File: config.mk
export PLATFORM = sky130hd
export DESIGN_NAME = divider_issue_unit
export DESIGN_NICKNAME = d
export VERILOG_FILES = /design/src/rtl/divider_issue_unit.sv
export SDC_FILE = /design/constraint.sdc
export NUM_CORES = 1
export LEC_CHECK = 0
export BUFFER_PORTS_ARGS = -buffer_cell sky130_fd_sc_hd__buf_4
export CORE_MARGIN = 2
export CORE_UTILIZATION = 51
export DETAILED_ROUTE_END_ITERATION = 10
export PLACE_DENSITY = 0.91
export SLEW_MARGIN = 20
export SYNTH_ARGS = -nofsm -noshare
export SYNTH_HDL_FRONTEND = slang
export SYNTH_SLANG_ARGS = --single-unit
File: constraint.sdc
create_clock -name clk -period 4 [get_ports clk]
set_input_delay 0.6 -clock clk [delete_from_list [all_inputs] [get_ports clk]]
set_output_delay 0.6 -clock clk [all_outputs]
set_load 0.05 [all_outputs]
File: src/rtl/divider_issue_unit.sv
`default_nettype none
// divider_issue_unit: valid/ready front end for the iterative divider. Launches the divider,
// waits under a watchdog, formats DIV/REM/div-by-zero results and handles flush/drain.
module divider_issue_unit #(
   parameter int XLEN    = 32,
   parameter int TAG_W   = 5,
   parameter int TIMEOUT = 40
) (
   input  logic             clk,
   input  logic             resetN,
   input  logic             opValid,
   output logic             opReady,
   input  logic             opSigned,
   input  logic             opRem,
   input  logic [TAG_W-1:0] opTag,
   input  logic [XLEN-1:0]  opDividend,
   input  logic [XLEN-1:0]  opDivisor,
   input  logic             flush,
   output logic             dividerStart,
   output logic             sign,
   output logic [XLEN-1:0]  dividendIn,
   output logic [XLEN-1:0]  divisorIn,
   input  logic             dividerDone,
   input  logic             dividerError,
   input  logic [XLEN-1:0]  quotientIn,
   input  logic [XLEN-1:0]  remainderIn,
   output logic             resValid,
   input  logic             resReady,
   output logic [XLEN-1:0]  resData,
   output logic [TAG_W-1:0] resTag,
   output logic             resDivZero,
   output logic             resTimeout,
   output logic             busy
);

   localparam int CNT_W = $clog2(TIMEOUT + 1);

   typedef enum logic [2:0] {
      S_IDLE    = 3'd0,
      S_START   = 3'd1,
      S_WAIT    = 3'd2,
      S_SETTLE  = 3'd3,
      S_HOLD    = 3'd4,
      S_DRAIN   = 3'd5,
      S_DRAIN_T = 3'd6
   } state_t;

   state_t             state_q, state_d;
   logic               sign_q, sign_d;
   logic               rem_q, rem_d;
   logic [TAG_W-1:0]   tag_q, tag_d;
   logic [XLEN-1:0]    dividend_q, dividend_d;
   logic [XLEN-1:0]    divisor_q, divisor_d;
   logic [XLEN-1:0]    res_data_q, res_data_d;
   logic               div_zero_q, div_zero_d;
   logic               timeout_q, timeout_d;
   logic [CNT_W-1:0]   cnt_q, cnt_d;
   logic               done_seen_q, done_seen_d;
   logic               accept;
   logic               seen_now;

   // Ready is gated by resetN so nothing can be accepted while reset is held.
   assign opReady = resetN & ~flush &
                    ((state_q == S_IDLE) | ((state_q == S_HOLD) & resReady));
   assign accept  = opValid & opReady;

   assign dividerStart = (state_q == S_START);
   assign resValid     = (state_q == S_HOLD) | (state_q == S_DRAIN_T);
   assign busy         = (state_q != S_IDLE);
   assign sign         = sign_q;
   assign dividendIn   = dividend_q;
   assign divisorIn    = divisor_q;
   assign resData      = res_data_q;
   assign resTag       = tag_q;
   assign resDivZero   = div_zero_q;
   assign resTimeout   = timeout_q;

   always_comb begin
      state_d     = state_q;
      sign_d      = sign_q;
      rem_d       = rem_q;
      tag_d       = tag_q;
      dividend_d  = dividend_q;
      divisor_d   = divisor_q;
      res_data_d  = res_data_q;
      div_zero_d  = div_zero_q;
      timeout_d   = timeout_q;
      cnt_d       = cnt_q;
      done_seen_d = done_seen_q;
      seen_now    = done_seen_q | dividerDone;

      case (state_q)
         S_IDLE: begin
            if (accept) state_d = S_START;
         end
         S_START: begin
            cnt_d       = '0;
            div_zero_d  = 1'b0;
            timeout_d   = 1'b0;
            done_seen_d = 1'b0;
            state_d     = flush ? S_DRAIN : S_WAIT;
         end
         S_WAIT: begin
            cnt_d = cnt_q + CNT_W'(1);
            if (flush) begin
               // A done arriving with the flush means the divider is already idle.
               state_d = dividerDone ? S_IDLE : S_DRAIN;
            end else if (dividerDone) begin
               if (dividerError) begin
                  res_data_d = rem_q ? dividend_q : '1;
                  div_zero_d = 1'b1;
                  state_d    = S_HOLD;
               end else begin
                  state_d = S_SETTLE;
               end
            end else if (cnt_q == CNT_W'(TIMEOUT - 1)) begin
               res_data_d = '0;
               timeout_d  = 1'b1;
               state_d    = S_DRAIN_T;
            end
         end
         S_SETTLE: begin
            if (flush) begin
               state_d = S_IDLE;
            end else begin
               res_data_d = rem_q ? remainderIn : quotientIn;
               state_d    = S_HOLD;
            end
         end
         S_HOLD: begin
            if (flush | resReady) begin
               div_zero_d = 1'b0;
               timeout_d  = 1'b0;
               state_d    = accept ? S_START : S_IDLE;
            end
         end
         S_DRAIN: begin
            if (dividerDone) state_d = S_IDLE;
         end
         S_DRAIN_T: begin
            done_seen_d = seen_now;
            if (flush | resReady) begin
               div_zero_d = 1'b0;
               timeout_d  = 1'b0;
               state_d    = seen_now ? S_IDLE : S_DRAIN;
            end
         end
         default: state_d = S_IDLE;
      endcase

      if (accept) begin
         sign_d     = opSigned;
         rem_d      = opRem;
         tag_d      = opTag;
         dividend_d = opDividend;
         divisor_d  = opDivisor;
      end
   end

   always_ff @(posedge clk or negedge resetN) begin
      if (!resetN) begin
         state_q     <= S_IDLE;
         sign_q      <= 1'b0;
         rem_q       <= 1'b0;
         tag_q       <= '0;
         dividend_q  <= '0;
         divisor_q   <= '0;
         res_data_q  <= '0;
         div_zero_q  <= 1'b0;
         timeout_q   <= 1'b0;
         cnt_q       <= '0;
         done_seen_q <= 1'b0;
      end else begin
         state_q     <= state_d;
         sign_q      <= sign_d;
         rem_q       <= rem_d;
         tag_q       <= tag_d;
         dividend_q  <= dividend_d;
         divisor_q   <= divisor_d;
         res_data_q  <= res_data_d;
         div_zero_q  <= div_zero_d;
         timeout_q   <= timeout_d;
         cnt_q       <= cnt_d;
         done_seen_q <= done_seen_d;
      end
   end

endmodule
`default_nettype wire
* Yosys cells after proc, flatten, opt, wreduce, memory -nomap -nowiden *
Cells that the tools add are included.

cells by class
  reduce and logical (&&, ||, !) cells = 11
  equal/unequal tests = 21
  multiplexer cells = 33
  bitwise logic cells = 9
  $add $sub $neg = 1

operator list
  cell                   number
  $mux W32               7
  $pmux W32 S2           1
  $mux W3                12
  $pmux W3 S7            1
  $reduce_and A5 Y1      4
  $ne A2 B2 Y1 const B   8
  $pmux W6 S2            1
  $eq A3 B3 Y1 const B   3
  $mux W1                8
  $add A6 B1 Y6 const B  1
  $eq A3 B2 Y1 const B   2
  $eq A6 B6 Y1 const B   1
  $ne A2 B1 Y1 const B   3
  $ne A3 B3 Y1 const B   2
  $pmux W1 S3            2
  $reduce_bool A2 Y1     3
  $reduce_bool A3 Y1     2
  $and A1 B1 Y1          4
  $ne A4 B4 Y1 const B   1
  $or A1 B1 Y1           4
  $eq A3 B1 Y1 const B   1
  $logic_not A3 Y1       1
  $pmux W1 S2            1
  $reduce_or A2 Y1       1
  $not A1 Y1             1

word-level totals
  input bits = 142
  bits in registers = 115
  output and inout bits = 108

* Longest topological paths before layout *
  depth after elaboration = 8
  gate-level depth with buffers = 7
  depth with buffers taken out = 5

* Worst setup path after synthesis *
No wires, ideal clock.

  kind = in2out
  from = input port flush
  to = output port opReady
  arrival = 2.479 ns
  cell stages on the path = 2
  buffers on the path = 0
  path slack = 0.921 ns
  path through = or2_4 nor4b_1

between the ends
  longest elaborated chain between the ends = 3

RTL lines
  element                      RTL line  text
  start, declared              18        input logic flush,
  $not A1 Y1                   63        assign opReady = resetN & ~flush &
  $and A1 B1 Y1 (2 in series)  63
  end, declared                12        output logic opReady,

No other way between the ends.

* Worst setup path after layout *
  from = register state_q[0]
  to = output port dividerStart

between the ends
  longest elaborated chain between the ends = 1

RTL lines
  element                 RTL line  text
  start, declared         48        state_t state_q, state_d;
  start signal, assigned  174       state_q <= state_d;
  $eq A3 B1 Y1            67        assign dividerStart = (state_q == S_START);
  end, declared           19        output logic dividerStart,

No other way between the ends.

==> flow_summary.toml <==
[cells_and_area]
synthToLayoutAreaGrowth_pct = 45.0
final_common_cell = "buf_4"
fillers = 679
layout.nets = 839
stdcell_count = 840
seq_area_um2 = 2880
mostFrequentLayoutCells = "254 x buf_4, 115 x dfrtp_1, 104 x mux2_2"
multiInputGateArea_um2 = 2310
layout-drive-gt1-share = 0.558
n_antenna_cell = 0

[cts]
root_buffer = "clkbuf_8"
cts-resized-gates = 0
cts_hold_buf = 0
cts_buffers = 17
cts_sinks = 115
post_cts_buffers = 0
cts-htree-levels = 4
clk-insertion-delay-late_ns = 0.51
cts.clk_slew.worst_paths_ns = 0.05
cts_tree = "yes"
cts_buffer_depth = 2

[sta]
final_hold_viol_count = 0
hold_ws_ns = 0.0717
fmax_mhz = 353
drv_slew = 0
maxSlewHeadroom = 0.345
timing.final.crit_period_ns = 2.83
worst_slack_ns = 1.17
finClkSkew_ns = 0.00869
tightest_slew_ns = 0.983
period_share = 0.709
setup_viol = 0
setup_tns_ns = 0
grt_setup_unrepaired = "no"

[place]
io_buffers = 249
gp_congestion = 0.887
place_inst = 813
dp_hpwl_um = 11300
dp_slack_ns = 1.43

[floorplanning]
die_area_um2 = 11400
coreArea_um2 = 10300
ios = 250
die_x_um = 107
die_h_um = 107
rows = 37
start_util = 0.523

[yosys]
synth_seq_cells = 115
async_reset_ff_frac = 1.00
synth-edff-count = 0
syn_nets = 604
avgSynthCellArea_um2 = 11.7
synth.distinct_cells = 45
syn-cell-area_um2 = 5400
ys_seq_area_frac = 0.533
synth_ff_type = "dfrtp_1"
yosysWarnings = 0
synth_cells = 461

[setup_path]
start_kind = "register"
crit_chain = "or2b_1 -> or2_2 -> inv_1 -> buf_4"
crit_slowest_cell = "dfrtp_1"
crit_arrival_ns = 2.23
reg2reg_depth = 6
end_kind = "output pin"
worstSetupPathType = "register to output pin"
crit_fanout = 19
crit_required_ns = 3.40
cp_slowest_stage_delay_ns = 0.67

[global_route]
grt_pass1_vias = 4936
grt_use_total = 0.285
antenna_found_initial = 0
grt_max_degree = 79
grt_overflow = 0
grt_pass1_wl_um = 25200

[routing]
ant_nets = 0
drtIter0Drc = 316
drt_wl_total_um = 16200
route.vias.total = 4791
first_pass_iters = 5
routedWlPerCell_um = 19.3
vias_per_cell = 5.70
post-route-drc-count = 0

[power_and_ir_drop]
p_leak_uw = 0.00376
vdd.ir_drop.worst_mv = 0.826
finalPower_uw = 7710
power-per-cell-area_nw_per_um2 = 985

[run_status]
status = "completed"

[run]
cap_violations = 0

[min_path]
hold_path_class = "input port to async pin"
## registers in the layout, indices dropped and copies added (netlist names)
signal,flops
resDivZero,1
resData,32
dividendIn,32
state_q,3
resTimeout,1
sign,1
divisorIn,32
rem_q,1
cnt_q,6
resTag,5
done_seen_q,1
## layout make-up
cell class                      instances  area share
Timing Repair Buffer                  255       0.246
Tap cell                              136      0.0217
Clock inverter                          7      0.0109
Inverter                                1    0.000480
Sequential cell                       115       0.368
Clock buffer                           20      0.0582
Multi-Input combinational cell        306       0.295
## cell families (layout without fill, tap and decap cells)
kind of cell | count (synthesis) | after routing | share of synthesized area
mux | 107 | 107 | 0.222
compound gates | 87 | 87 | 0.103
simple gates | 111 | 111 | 0.0990
flops | 115 | 115 | 0.533
buf+inv | 40 | 283 | 0.0401
fa+ha+maj | 1 | 1 | 0.00232
## cells in the mapped netlist (all sizes together), types with 2 or more instances
master | number | area share
nand2 | 75 | 0.052
o22ai | 33 | 0.038
mux2i | 3 | 0.0056
or2 | 2 | 0.0028
mux2 | 104 | 0.22
dfrtp | 115 | 0.53
buf | 15 | 0.023
a211o | 2 | 0.0032
a31oi | 33 | 0.038
nand4 | 2 | 0.0023
o21ai | 6 | 0.0056
nor2b | 3 | 0.0035
nor2 | 6 | 0.0042
o31ai | 2 | 0.0028
nand3 | 4 | 0.0037
a21oi | 4 | 0.0037
and3 | 2 | 0.0023
nand3b | 2 | 0.0028
clkbuf | 24 | 0.017
nand2b | 3 | 0.0035
## per-layer routing
metal / wire length [um] / track usage / part of all wire
met1: 5950 / 0.320 / 0.37
met2: 8660 / 0.505 / 0.53
met3: 1250 / 0.0875 / 0.077
met4: 381 / 0.111 / 0.023
met5: 0 / 0 / 0
## metrics by stage
step / util / area [um2]
6_report: 0.758 / 7830
3_5_place_dp: 0.706 / 7280
5_1_grt: 0.758 / 7830
4_1_cts: 0.758 / 7830
3_3_place_gp: 0.706 / 7280
2_1_floorplan: - / 5400
## final timing paths
check	from	endpoint	slack [ns]
worst max-delay path	state_q[0]$_DFFE_PN0P_	dividerStart	1.17
worst min-delay path	resetN	state_q[0]$_DFFE_PN0P_	0.07
worst max register to register	cnt_q[0]$_DFFE_PN0P_	resData[28]$_DFFE_PN0P_	1.57
worst min register to register	cnt_q[5]$_DFFE_PN0P_	cnt_q[5]$_DFFE_PN0P_	0.50
max in group asynchronous	resetN	divisorIn[1]$_DFFE_PN0P_	2.56
min in group clk	opDivisor[12]	divisorIn[12]$_DFFE_PN0P_	0.32
## where the power goes
part           total, uW  leakage (uW)  internal, uW  switching, uW
registers           2140       0.00141          1710            431
logic               4180       0.00208          1410           2770
clock network       1380      0.000274           909            473
## worst max-delay path: cells and delay by family, from the launching register on
| family | cells | cell delay, ns |
|---|---|---|
| buffers and inverters | 2 | 0.38 |
| DFF | 1 | 0.67 |
| and+or+nand+nor | 2 | 0.67 |
(Power assumes the default switching activity.)
